$ cat src/rtl/ob_cn_reissue.sv
// Re-issue stage: buffers matured conditional commands and merges them with ingress onto one registered port.
// Optional same-cycle bypass of an empty FIFO is enabled by defining OB_CN_REISSUE_BYPASS_EN.
package ob_pkg;
    typedef struct packed {
        logic [1:0]  op;
        logic [13:0] qty;
        logic [15:0] id;
    } cmd_t;
endpackage

module ob_cn_reissue #(
    parameter int unsigned DEPTH      = 4,
    parameter int unsigned STARVE_MAX = 8
) (
    input  logic                         clk,
    input  logic                         rst,
    input  logic                         mtr_vld_r,
    input  ob_pkg::cmd_t                 mtr_r,
    output logic                         mtr_accept,
    input  logic                         in_vld,
    input  ob_pkg::cmd_t                 in_cmd,
    output logic                         in_accept,
    output logic                         out_vld_r,
    output ob_pkg::cmd_t                 out_cmd_r,
    output logic                         out_is_cn_r,
    input  logic                         out_accept,
    output logic [$clog2(DEPTH+1)-1:0]   occ_r,
    output logic                         full_r
);
    localparam int unsigned OW = $clog2(DEPTH + 1);
    localparam int unsigned PW = $clog2(DEPTH);
    localparam int unsigned SW = $clog2(STARVE_MAX + 1);

    ob_pkg::cmd_t   mem_q [DEPTH];
    logic [PW-1:0]  wr_ptr_q, wr_ptr_d;
    logic [PW-1:0]  rd_ptr_q, rd_ptr_d;
    logic [OW-1:0]  occ_q, occ_d;
    logic           full_q;
    logic [SW-1:0]  starve_q, starve_d;
    logic           out_vld_q, out_vld_d;
    ob_pkg::cmd_t   out_cmd_q, out_cmd_d;
    logic           out_is_cn_q, out_is_cn_d;

    logic           push, wr, pop, load, fifo_ne, byp_avail, cn_avail;
    logic           sel_in, sel_cn, take_cn;
    ob_pkg::cmd_t   cn_cmd;

    function automatic logic [PW-1:0] ptr_inc(input logic [PW-1:0] p);
        ptr_inc = (p == PW'(DEPTH - 1)) ? '0 : p + PW'(1);
    endfunction

    always_comb begin
        mtr_accept = ~full_q & ~rst;
        push       = mtr_vld_r & mtr_accept;
        load       = ~out_vld_q | out_accept;
        fifo_ne    = (occ_q != '0);
`ifdef OB_CN_REISSUE_BYPASS_EN
        byp_avail  = ~fifo_ne & push;
`else
        byp_avail  = 1'b0;
`endif
        cn_avail   = fifo_ne | byp_avail;
        sel_in     = in_vld & (~cn_avail | (starve_q == SW'(STARVE_MAX)));
        sel_cn     = ~sel_in & cn_avail;
        take_cn    = load & sel_cn;
        pop        = take_cn & fifo_ne;
        // a bypassed command is consumed straight from mtr_r and never written
        wr         = push & ~(take_cn & ~fifo_ne);
        in_accept  = load & sel_in & ~rst;
        cn_cmd     = fifo_ne ? mem_q[rd_ptr_q] : mtr_r;

        wr_ptr_d = wr  ? ptr_inc(wr_ptr_q) : wr_ptr_q;
        rd_ptr_d = pop ? ptr_inc(rd_ptr_q) : rd_ptr_q;

        occ_d = occ_q;
        if (wr && !pop) begin
            occ_d = occ_q + OW'(1);
        end else if (!wr && pop) begin
            occ_d = occ_q - OW'(1);
        end

        starve_d = starve_q;
        if (!in_vld || (load && sel_in)) begin
            starve_d = '0;
        end else if (take_cn && (starve_q != SW'(STARVE_MAX))) begin
            starve_d = starve_q + SW'(1);
        end

        out_vld_d   = out_vld_q;
        out_cmd_d   = out_cmd_q;
        out_is_cn_d = out_is_cn_q;
        if (take_cn) begin
            out_vld_d   = 1'b1;
            out_cmd_d   = cn_cmd;
            out_is_cn_d = 1'b1;
        end else if (load && sel_in) begin
            out_vld_d   = 1'b1;
            out_cmd_d   = in_cmd;
            out_is_cn_d = 1'b0;
        end else if (load) begin
            out_vld_d   = 1'b0;
        end
    end

    always_ff @(posedge clk) begin
        if (rst) begin
            wr_ptr_q    <= '0;
            rd_ptr_q    <= '0;
            occ_q       <= '0;
            full_q      <= 1'b0;
            starve_q    <= '0;
            out_vld_q   <= 1'b0;
            out_cmd_q   <= '0;
            out_is_cn_q <= 1'b0;
        end else begin
            wr_ptr_q    <= wr_ptr_d;
            rd_ptr_q    <= rd_ptr_d;
            occ_q       <= occ_d;
            full_q      <= (occ_d == OW'(DEPTH));
            starve_q    <= starve_d;
            out_vld_q   <= out_vld_d;
            out_cmd_q   <= out_cmd_d;
            out_is_cn_q <= out_is_cn_d;
        end
    end

    always_ff @(posedge clk) begin
        if (wr) begin
            mem_q[wr_ptr_q] <= mtr_r;
        end
    end

    assign out_vld_r   = out_vld_q;
    assign out_cmd_r   = out_cmd_q;
    assign out_is_cn_r = out_is_cn_q;
    assign occ_r       = occ_q;
    assign full_r      = full_q;
endmodule

$ cat config.mk
export PLATFORM = sky130hd
export DESIGN_NAME = ob_cn_reissue
export DESIGN_NICKNAME = d
export VERILOG_FILES = /design/src/rtl/ob_cn_reissue.sv
export SDC_FILE = /design/constraint.sdc
export NUM_CORES = 1
export LEC_CHECK = 0
export ABC_CLOCK_PERIOD_IN_PS = 3100
export CELL_PAD_IN_SITES_DETAIL_PLACEMENT = 1
export CELL_PAD_IN_SITES_GLOBAL_PLACEMENT = 1
export CORE_MARGIN = 5
export CORE_UTILIZATION = 31
export DETAILED_ROUTE_END_ITERATION = 8
export GPL_ROUTABILITY_DRIVEN = 0
export PLACE_DENSITY = 0.7
export SETUP_SLACK_MARGIN = 0.05
export SLEW_MARGIN = 30
export SYNTH_ARGS = -nofsm -noshare
export SYNTH_HDL_FRONTEND = slang
export SYNTH_SLANG_ARGS = --single-unit
$ cat constraint.sdc
create_clock -name clk -period 3.1 [get_ports clk]
set_input_delay 0.31 -clock clk [delete_from_list [all_inputs] [get_ports clk]]
set_output_delay 0.31 -clock clk [all_outputs]
set_load 0.01 [all_outputs]
# == Yosys cells after proc, flatten, opt, wreduce, memory -nomap -nowiden ==
# Memory sizes are Yosys's and may differ from the RTL's. A register that Yosys moved wholly into a read port is not among the register bits.
# Index checks and enable logic that the tools add are counted.
# totals
ff_bits,46
ramBits,128
in_bits,69
output_inout_bits,40
n_memories,1
# classes
add_sub_neg,5
eq_ne,5
mux,16
bitwise,18
reduce_logical,12
# mem_list
memory,depth,word_bits,rd,rd_clocked_by_memory_dff,wr,line,rtl
mem_q,4,32,1,1,1,34,ob_pkg::cmd_t mem_q [DEPTH];
# ops
op,count
$mux W32,3
$and A1 B1 Y1,10
$mux W2,4
$mux W1,7
$mux W3,2
$not A1 Y1,6
$reduce_bool A3 Y1,2
$add A2 B1 Y2 const B,2
$add A4 B1 Y4 const B,1
$eq A2 B2 Y1 const B,2
$eq A4 B4 Y1 const B,1
$logic_and A1 B1 Y1,4
$ne A4 B4 Y1 const B,1
$add A3 B1 Y3 const B,1
$eq A3 B3 Y1 const B,1
$logic_not A1 Y1,3
$sub A3 B1 Y3 const B,1
$or A1 B1 Y1,2
$reduce_bool A2 Y1,1
$reduce_or A2 Y1,1
$logic_or A1 B1 Y1,1

# == Longest topological paths before layout ==
# depth
depth_word,15
ltp_mapped,9

# == Least setup slack after synthesis ==
# No wires, ideal clock.
# synth_timing
path_kind,input-to-reg
from,input port rst
to,"memory mem_q[3][0] (netlist name), enable pin"
t_arrival_ps,1619
required_ps,2708
setup_slack_ps,1088
path_stages,3
path_buffers,1
cell_sequence,buf_2 > nor3b_4 > and2_1
# synth_between
elab_chain_cells,6
# synth_lines
item,line,rtl
start: declaration,16,"input logic rst,"
$not A1 Y1,53,mtr_accept = ~full_q & ~rst;
$and A1 B1 Y1,53,
$and A1 B1 Y1,54,push = mtr_vld_r & mtr_accept;
$and A1 B1 Y1,68,wr = push & ~(take_cn & ~fifo_ne);
$mux W1,128,if (wr) begin
$mux W1 (not written as such),129,mem_q[wr_ptr_q] <= mtr_r;
end: declaration,34,
# No other way between the ends.

# == Worst setup path after layout ==
# layout_timing
from,"register occ_q[1], in the netlist occ_r[1]"
to,output port in_accept
# layout_between
elab_chain_cells,6
# layout_lines
item,line,rtl
start: declaration,37,"logic [OW-1:0] occ_q, occ_d;"
start signal: assignment,109,occ_q <= '0;
start signal: assignment,118,occ_q <= occ_d;
$reduce_bool A3 Y1,56,fifo_ne = (occ_q != '0);
$not A1 Y1,63,sel_in = in_vld & (~cn_avail | (starve_q == SW'(STARVE_MAX)));
$or A1 B1 Y1,63,
$and A1 B1 Y1,63,
$and A1 B1 Y1 (2 in a row),69,in_accept = load & sel_in & ~rst;
end: declaration,22,"output logic in_accept,"
# No other way between the ends.

==> impl_metrics.py <==
metrics = {
    "status": {
        "outcome": "finished clean",
    },
    "clock_network": {
        "clockBufferDepth": 2,
        "clock_latency_ns": 0.43,
        "ctsResizeCount": 0,
        "postCtsSetupBuffers": 0,
        "root_buffer": "clkbuf_16",
        "cts.sinks": 176,
        "htree_levels": 4,
        "ctsHoldBuffers": 0,
        "numCtsBuffers": 17,
        "cts_tree": "yes",
        "clk_pin_slew_ns": 0.07,
    },
    "hold_path": {
        "hold_start": "rst",
        "hp-class": "in -> reg",
    },
    "floorplan": {
        "start_util_pct": 31.3,
        "dieArea_um2": 25000,
        "fp.coreArea_um2": 21700,
        "die_w_um": 158,
        "ioPinCount": 109,
        "num_rows": 54,
        "die_h_um": 158,
    },
    "synthesis": {
        "synth_top_area_share_pct": 56.5,
        "synthTopCellsByCount": "edfxtp_1 (128), nor2_1 (88), dfxtp_1 (48)",
        "synth_area_um2": 6800,
        "syn_area_per_cell_um2": 15.6,
        "yosysSeqAreaShare_pct": 70.7,
        "async_flop_share_pct": 0,
        "yosys_warnings": 0,
        "synth_fp_nets": 515,
        "synth.most_common_cell": "edfxtp_1",
        "synth_top_area_cell": "edfxtp_1",
        "synth_ff_type": "edfxtp_1",
        "synth-edff-count": 128,
        "ys_types": 43,
        "ys_seq_elements": 176,
        "synthCells": 436,
        "synthTopCellsByArea": "edfxtp_1 (57%), dfxtp_1 (14%), mux4_2 (11%)",
    },
    "drt": {
        "wire_per_inst_um": 19.3,
        "vias": 4096,
        "wirelength_mm": 16.3,
        "via_per_inst": 4.85,
        "antenna_left": 0,
        "drc": 0,
        "dr.first_iter.drc_count": 214,
        "firstDrtPassIters": 4,
    },
    "setup_path": {
        "r2r_slack_ns": 0.71,
        "crit_start": "occ_r[1]",
        "worstReg2RegStart": "occ_r[1]",
        "start_kind": "flop",
        "required_ns": 2.79,
        "worst-endpoint-arrival_ns": 2.40,
        "crit_type": "reg -> out",
        "cp_max_fo": 11,
        "endpoint_kind": "output pin",
    },
    "sta": {
        "setup_ws_ns": 0.387,
        "final_hold_viol_count": 0,
        "tns_ns": 0,
        "tightest_slew_ns": 0.550,
        "max_freq_ghz": 0.369,
        "fin_skew_ns": 0.00985,
        "setup_viol": 0,
        "slew_viol_final": 0,
        "finalCriticalPeriod_ns": 2.71,
        "maxSlewHeadroom_pct": 63.3,
        "rsz0062_at_grt": "no",
        "fin_crit_sh_pct": 87.5,
        "holdWs_ns": 0.356,
    },
    "run": {
        "cap_viol_max_count": 0,
    },
    "final_layout": {
        "nNetsFinal": 631,
        "antenna_cells": 0,
        "seq_area_um2": 4810,
        "drive_gt1_share_pct": 15.9,
        "area_growth_pct": 31.0,
        "n_fill_cell": 2170,
        "fin_util_pct": 41.1,
        "multiInputGateArea_um2": 1860,
    },
    "placed_design": {
        "hpwl_mm": 11.4,
        "port_buffers": 108,
        "dp_slack_ns": 0.619,
    },
    "power": {
        "power_density_nw_per_um2": 858,
        "p_leak_nw": 3.04,
        "ir_worst_vdd_mv": 0.366,
    },
    "grt": {
        "grt_first_pass_wirelength_mm": 25.4,
        "antenna_found_initial": 0,
        "gr-total-overflow": 0,
        "grt_pass1_vias": 4561,
        "grt_max_degree": 26,
        "track_usage_pct": 13.5,
    },
}
worst max-delay path: stages, from the launching register on:
cell	delay, ns
dfxtp_1	0.38
inv_1	0.11
ha_1	0.14
nand2b_1	0.26
a21boi_2	0.34
nand2_2	0.09
nor2_1	0.11
clkdlybuf4s50_1	0.55
registers in the layout, indices dropped and copies added, names as in the netlist, named ones only:
register / flops
rd_ptr_q: 2
out_is_cn_r: 1
occ_r: 3
full_r: 1
starve_q: 4
mem_q: 128
out_vld_r: 1
out_cmd_r: 32
wr_ptr_q: 2
routing by layer:
layer	vias up	global-route usage (%)	part of all wire (%)
met4	0	4.02	1.1
met3	13	3.88	4.6
met2	89	22.4	50
met5	-	0	0
li1	1877	-	-
met1	2117	17.1	44
final timing paths:
kind	cells after the start	end
worst max-delay path	7	in_accept
worst min-delay path	2	out_cmd_r[17]
worst max register to register	8	flop
worst min register to register	2	flop
power by group:
part / switching (mW) / internal (mW)
sequential: 0.236 / 2.88
combinational: 1.11 / 1.09
clock: 0.891 / 1.43
cells by family after synthesis:
group | Yosys count | share of synthesized area [%]
xor+xnor | 6 | 0.773
fa+ha+maj | 11 | 1.99
simple gates | 147 | 10.4
compound gates | 32 | 3.29
flops | 176 | 70.7
mux | 34 | 10.9
buf+inv | 30 | 2.01
per-stage QoR:
step           std cells  cell area (um^2)  power [mW]
4_1_cts              845              8910        7.75
3_5_place_dp         813              8270        5.41
2_1_floorplan        436              6800        4.40
6_report             845              8910        7.65
3_3_place_gp         813              8270        5.31
5_1_grt              845              8910        8.05
cells in the final DEF (no fill, tap or decap), types with 2 or more instances in the layout:
cell             netlist  routed
edfxtp_1             128     128
clkdlybuf4s50_1        0     107
nor2_1                88      88
dfxtp_1               48      46
mux4_2                32      32
nor4_1                23      23
clkbuf_16              0      17
nand2_1               13      13
a21oi_1               11      11
ha_1                  10      10
buf_4                  4       9
a211oi_1               8       8
inv_1                  6       6
bufinv_16              0       5
and2_2                 0       4
xnor2_1                4       4
buf_12                 0       4
clkinv_4               0       3
nand2b_1               2       2
nand3b_1               2       2
a32o_1                 2       2
a22oi_1                2       2
nor3_1                 2       2
xor2_1                 2       2
nand3_1                2       2
mux2i_1                2       2
or3_1                  2       2
o31ai_1                2       2
and3_1                 2       2
dfxtp_2                0       2
clkinvlp_4             0       2
clkinv_2               0       2
final cells by class:
| type | count | area share (%) |
|---|---|---|
| well taps | 280 | 3.93 |
| multi-input cells | 230 | 20.9 |
| repair buffers | 121 | 13.7 |
| inverters | 6 | 0.253 |
| clock buffers | 18 | 4.82 |
| flip-flops and latches | 176 | 54.0 |
| clock inverters | 14 | 2.40 |
(Power assumes the default switching activity.)
